## config.mk

```make
export PLATFORM = sky130hd
export DESIGN_NAME = cpu6_trap_ctrl
export DESIGN_NICKNAME = d
export VERILOG_FILES = /design/src/rtl/cpu6_trap_ctrl_pkg.sv /design/src/rtl/cpu6_trap_prio.sv /design/src/rtl/cpu6_trap_ctrl.sv
export SDC_FILE = /design/constraint.sdc
export NUM_CORES = 1
export LEC_CHECK = 0
export BUFFER_PORTS_ARGS = -buffer_cell sky130_fd_sc_hd__buf_4
export CAP_MARGIN = 5
export CORE_UTILIZATION = 37
export DETAILED_ROUTE_END_ITERATION = 10
export PLACE_DENSITY = 0.74
export SKIP_LAST_GASP = 1
export SLEW_MARGIN = 5
export SYNTH_ARGS = -nofsm -noshare
export SYNTH_HDL_FRONTEND = slang
export SYNTH_SLANG_ARGS = --single-unit
```

## constraint.sdc

```tcl
create_clock -name clk -period 1.3 [get_ports clk]
set_input_delay 0 -clock clk [delete_from_list [all_inputs] [get_ports clk]]
set_output_delay 0 -clock clk [all_outputs]
set_load 0.01 [all_outputs]
```

## src/rtl/cpu6_trap_ctrl_pkg.sv

```systemverilog
// Shared definitions for the cpu6 trap/return sequencer: datapath width,
// mcause encodings, event indices and FSM state encoding.
package cpu6_trap_ctrl_pkg;

  localparam int CPU6_XLEN = 32;

  // Full mcause values at the native core width.
  localparam logic [CPU6_XLEN-1:0] CPU6_CAUSE_ILLINSTR = 32'h0000_0002;
  localparam logic [CPU6_XLEN-1:0] CPU6_CAUSE_ECALL    = 32'h0000_000B;
  localparam logic [CPU6_XLEN-1:0] CPU6_CAUSE_MEXT_IRQ = 32'h8000_000B;

  // Exception-code field only; the interrupt flag sits in the MSB at any XLEN.
  localparam logic [3:0] CPU6_CODE_ILLINSTR = 4'h2;
  localparam logic [3:0] CPU6_CODE_ECALL    = 4'hB;
  localparam logic [3:0] CPU6_CODE_MEXT_IRQ = 4'hB;

  // Bit positions inside the one-hot event vector.
  localparam int EV_ILLINSTR = 0;
  localparam int EV_ECALL    = 1;
  localparam int EV_MRET     = 2;
  localparam int EV_IRQ      = 3;
  localparam int EV_W        = 4;

  typedef logic [EV_W-1:0] trap_evt_t;

  typedef enum logic [1:0] {
    ST_IDLE     = 2'd0,
    ST_FLUSH    = 2'd1,
    ST_REDIRECT = 2'd2
  } trap_state_t;

endpackage

```

## src/rtl/cpu6_trap_prio.sv

```systemverilog
// Fixed-priority event selector for the trap sequencer.
// Order: illegal instruction > ecall > mret > external interrupt.
// The interrupt only participates when enabled by mstatus.MIE, and nothing
// is selected for an invalid E-stage slot.
module cpu6_trap_prio
  import cpu6_trap_ctrl_pkg::*;
#(
  parameter int XLEN = CPU6_XLEN
) (
  input  logic            valid_e,
  input  logic            illinstr,
  input  logic            ecall,
  input  logic            mret,
  input  logic            irq_ext,
  input  logic            mie,
  output logic            accept,
  output trap_evt_t       evt,
  output logic [XLEN-1:0] cause_wdata,
  output logic            is_mret
);

  // Build an mcause word: interrupt flag in the MSB, code in the low nibble.
  function automatic logic [XLEN-1:0] mk_cause(input logic intr, input logic [3:0] code);
    logic [XLEN-1:0] c;
    c          = '0;
    c[XLEN-1]  = intr;
    c[3:0]     = code;
    return c;
  endfunction

  logic irq_en;

  assign irq_en = irq_ext & mie;

  // Pick the single winning event and its cause code.
  always_comb begin
    evt         = '0;
    cause_wdata = '0;
    if (valid_e) begin
      if (illinstr) begin
        evt[EV_ILLINSTR] = 1'b1;
        cause_wdata      = mk_cause(1'b0, CPU6_CODE_ILLINSTR);
      end else if (ecall) begin
        evt[EV_ECALL]    = 1'b1;
        cause_wdata      = mk_cause(1'b0, CPU6_CODE_ECALL);
      end else if (mret) begin
        evt[EV_MRET]     = 1'b1;
      end else if (irq_en) begin
        evt[EV_IRQ]      = 1'b1;
        cause_wdata      = mk_cause(1'b1, CPU6_CODE_MEXT_IRQ);
      end
    end
  end

  assign accept  = |evt;
  assign is_mret = evt[EV_MRET];

endmodule

```

## src/rtl/cpu6_trap_ctrl.sv

```systemverilog
// Trap and return sequencer for the cpu6 core.
// Accepts one event from the E stage while idle, pulses the CSR write
// strobes one cycle later, holds the pipeline flushed for FLUSH_CYCLES
// cycles (legal 1..15) and finally issues a one-cycle PC redirect to
// mtvec (traps, direct mode) or mepc (mret).
module cpu6_trap_ctrl
  import cpu6_trap_ctrl_pkg::*;
#(
  parameter int XLEN         = CPU6_XLEN,
  parameter int FLUSH_CYCLES = 2
) (
  input  logic            clk,
  input  logic            reset,
  input  logic            valid_e,
  input  logic            excp_illinstr_e,
  input  logic            excp_ecall_e,
  input  logic            mret_e,
  input  logic            irq_ext,
  input  logic            mie,
  input  logic [XLEN-1:0] pc_e,
  input  logic [XLEN-1:0] mtvec,
  input  logic [XLEN-1:0] mepc,
  output logic            flush,
  output logic            busy,
  output logic            redirect_valid,
  output logic [XLEN-1:0] redirect_pc,
  output logic            epc_we,
  output logic [XLEN-1:0] epc_wdata,
  output logic            cause_we,
  output logic [XLEN-1:0] cause_wdata,
  output logic            mstatus_trap,
  output logic            mstatus_mret
);

  localparam int              CNT_W    = 4;
  localparam logic [CNT_W-1:0] CNT_LOAD = CNT_W'(FLUSH_CYCLES);
  localparam logic [CNT_W-1:0] CNT_ONE  = CNT_W'(1);

  logic            accept;
  logic            is_mret;
  trap_evt_t       evt;
  logic [XLEN-1:0] cause;

  trap_state_t     state;
  logic [CNT_W-1:0] cnt;
  trap_evt_t       evt_q;
  logic            flush_q;

  cpu6_trap_prio #(
    .XLEN (XLEN)
  ) u_prio (
    .valid_e     (valid_e),
    .illinstr    (excp_illinstr_e),
    .ecall       (excp_ecall_e),
    .mret        (mret_e),
    .irq_ext     (irq_ext),
    .mie         (mie),
    .accept      (accept),
    .evt         (evt),
    .cause_wdata (cause),
    .is_mret     (is_mret)
  );

  // The accepting cycle must already kill the E-stage instruction, so flush
  // combines the registered FLUSH-state level with the live IDLE acceptance.
  // A reset cycle never starts a new sequence.
  assign flush = flush_q | ((state == ST_IDLE) & accept & ~reset);

  // Redirect target: mepc is read live in REDIRECT so the value written by
  // the csr block one cycle after acceptance is the one used; mtvec mode bits
  // are dropped because only direct mode is supported.
  always_comb begin
    redirect_pc = '0;
    if (redirect_valid) begin
      if (evt_q[EV_MRET]) redirect_pc = mepc;
      else                redirect_pc = mtvec & ~{{(XLEN-2){1'b0}}, 2'b11};
    end
  end

  // Sequencer FSM with registered strobes, flush level, busy and redirect.
  always_ff @(posedge clk) begin
    if (reset) begin
      state          <= ST_IDLE;
      cnt            <= '0;
      evt_q          <= '0;
      flush_q        <= 1'b0;
      busy           <= 1'b0;
      redirect_valid <= 1'b0;
      epc_we         <= 1'b0;
      epc_wdata      <= '0;
      cause_we       <= 1'b0;
      cause_wdata    <= '0;
      mstatus_trap   <= 1'b0;
      mstatus_mret   <= 1'b0;
    end else begin
      epc_we       <= 1'b0;
      cause_we     <= 1'b0;
      mstatus_trap <= 1'b0;
      mstatus_mret <= 1'b0;
      case (state)
        ST_IDLE: begin
          if (accept) begin
            state        <= ST_FLUSH;
            cnt          <= CNT_LOAD;
            evt_q        <= evt;
            flush_q      <= 1'b1;
            busy         <= 1'b1;
            epc_we       <= ~is_mret;
            cause_we     <= ~is_mret;
            mstatus_trap <= ~is_mret;
            mstatus_mret <= is_mret;
            epc_wdata    <= pc_e;
            cause_wdata  <= cause;
          end
        end
        ST_FLUSH: begin
          if (cnt == CNT_ONE) begin
            state          <= ST_REDIRECT;
            cnt            <= '0;
            flush_q        <= 1'b0;
            redirect_valid <= 1'b1;
          end else begin
            cnt <= cnt - CNT_ONE;
          end
        end
        ST_REDIRECT: begin
          state          <= ST_IDLE;
          redirect_valid <= 1'b0;
          busy           <= 1'b0;
          evt_q          <= '0;
        end
        default: begin
          state          <= ST_IDLE;
          cnt            <= '0;
          flush_q        <= 1'b0;
          busy           <= 1'b0;
          redirect_valid <= 1'b0;
        end
      endcase
    end
  end

endmodule

```

==> metrics <==
Final Hold Viols 0; Synth Register Bits 47; CTS tree built; top cell type's share of synthesized area 34.26%; core area 7214 um2; 1st-iter DRT viols 77; register area share after synthesis 34.26%; Clock Sinks 47; power per cell area 761.2 nW/um2; Die Y-Extent 88.16 um; via count 3253; total CTS buffers 5; ys flop type dfxtp_1; Filler cells 535; Die Area 7771 um2; CP required 1.54 ns; synth warn 0; Mapped Area 2746 um2; largest net degree at the start of global routing 34; Non-Filler Instances 637; RD Place Congestion 0.7994; Cell variety after synth 39; Hold Crit Class primary input to flop; Leak Pwr 2.148 nW; Peak VDD IR 0.7423 mV; clock transition at the registers of the reported paths 0.09 ns; DP HPWL 6.378 mm; # nets final 643; synth top area cells dfxtp_1, mux2i_1, buf_4, nor2b_1, nand3_1; WL/cell 16.31 um; Syn-to-layout area delta 80.87%; DRC 0; die width 88.16 um; GR Overflow Total 0; setup_tns -0.8526 ns; Post-synth EDFFs 0; pins over their slew limit 0; CP max FO 8; placed cells 588; Fin Clk Skew 0.005870 ns; Min Clock Period, post-route 1.392 ns; Final setup viols 37; root buffer cell clkbuf_8; number of port buffers 176; Crit Path Category flop to flop; Rows 31; CP Launch Type flop; Avg Cell Area, Syn 8.399 um2; final worst slack -0.09202 ns; first-pass iteration count of the detailed router 4; vias in the first global route 3009; fin crit share 107.1%; Antenna Violating Nets Remaining 0; Initial Util 38.07%; DR vias/cell 5.107; Post-Route WL 10.39 mm; asr flop ratio synth 0%; failing checks negative setup slack; global-route wire length before repair 14.14 mm; WP data arrival 1.63 ns; Mapped Cells 327; CP endpoint kind flop; maximum clock rate 718.4 MHz; unrepaired setup endpoints after global routing true; most common cell after layout, fill and taps aside buf_4; share of layout cells above drive strength 1 51.30%; initial antenna violation count 0; # diodes 0; area leader, netlist dfxtp_1; clk_lat worst skew 0.31 ns; H-tree depth 2; CTS Buffer Depth 2; status finished, violations left; IO Pins 207; commonest non-fill, non-tap cells in the layout buf_4, dfxtp_1, dlygate4sd3_1; max_cap viols 0; GRT Total Usage 23.39%
[per-stage QoR]
step	util, %	worst slack [ns]	cell area [um2]	total power [mW]	hold WS (ns)
6_report	68.85	-0.09202	4967	3.781	0.01710
5_1_grt	68.85	-0.1189	4967	3.939	0.02802
4_1_cts	63.48	-0.05358	4579	3.599	0.01428
3_5_place_dp	56.30	-0.03198	4061	2.609	0.2709
3_3_place_gp	56.30	0.0005106	4061	2.582	0.2637
2_1_floorplan	-	-0.04310	2856	2.162	0.07980
[flip-flops by register name, summed over array words and instances, names as in the netlist]
| signal | count |
|---|---|
| state | 2 |
| mstatus_mret | 1 |
| cnt | 4 |
| mstatus_trap | 1 |
| flush_q | 1 |
| busy | 1 |
| epc_wdata | 32 |
| cause_wdata | 3 |
| redirect_valid | 1 |
| evt_q | 1 |
[worst max-delay path: stages (launching register included)]
cell       delay, ns
dfxtp_2         0.34
buf_6           0.11
nor3b_4         0.23
buf_6           0.19
clkbuf_16       0.19
nand3_2         0.10
a21oi_2         0.16
[metal layers]
metal	wire length, um	vias to the layer above	GRT usage (%)
met3	882	37	6.032
met2	5480	165	43.48
met5	0	-	0
met4	365	0	10.12
li1	-	1508	-
met1	3658	1543	24.87
[cell type report]
cell class	count	area, um2	area share, %
multi-input combinational	240	1780	35.84
clock inverter	2	12.51	0.2519
timing repair buffer	234	1994	40.15
sequential	47	949.7	19.12
inverter	9	33.78	0.6801
tap	99	123.9	2.494
clock buffer	6	72.57	1.461
[synth_stat cells (all sizes together), types with 2 or more instances]
cell type,number
clkbuf,10
or3b,2
nand3,35
nor2b,31
a21oi,34
nand2,3
inv,9
nor3b,2
o21a,2
nor2,7
dfxtp,47
o211ai,3
buf,48
ha,2
a2111oi,2
nand4,2
a31oi,3
and3,3
nand2b,3
mux2i,30
o21ai,33
nor3,4
nand3b,3
[logic make-up (layout without fill, tap and decap cells)]
kind of cell	after synthesis	count (layout)	share of synthesized area, %
AOI/OAI and AO/OA	83	83	17.95
and+or+nand+nor	97	97	20.46
DFF	47	47	34.26
buffers and inverters	67	251	15.35
other	1	28	0.1365
muxes	30	30	10.93
adders and majority gates	2	2	0.9110
[power by group]
part           internal, mW  switching, mW
Combinational         0.695          0.589
Sequential             1.54         0.0756
Clock                 0.377          0.505
[timing repair]
action / 4_1_cts / 5_1_grt
pin swaps: 3 / 26
setup buffers: 1 / 1
hold buffers: 34 / 0
endpoints found under the hold margin: 37 / 0
setup endpoints to repair: 53 / 72
gates cloned: 2 / 3
gates resized for setup: 11 / 73
[final timing paths]
check / startpoint / endpoint / slack [ns] / cells after the start
max: state[0]$_SDFFE_PP0P_ / epc_wdata[12]$_SDFFE_PP0N_ / -0.09 / 6
max reg2reg: state[0]$_SDFFE_PP0P_ / epc_wdata[12]$_SDFFE_PP0N_ / -0.09 / 6
min reg2reg: epc_wdata[20]$_SDFFE_PP0N_ / epc_wdata[20]$_SDFFE_PP0N_ / 0.47 / 2
min: mie / cause_wdata[31]$_SDFFE_PP0N_ / 0.02 / 3
Power figures use the tool's default switching activity.
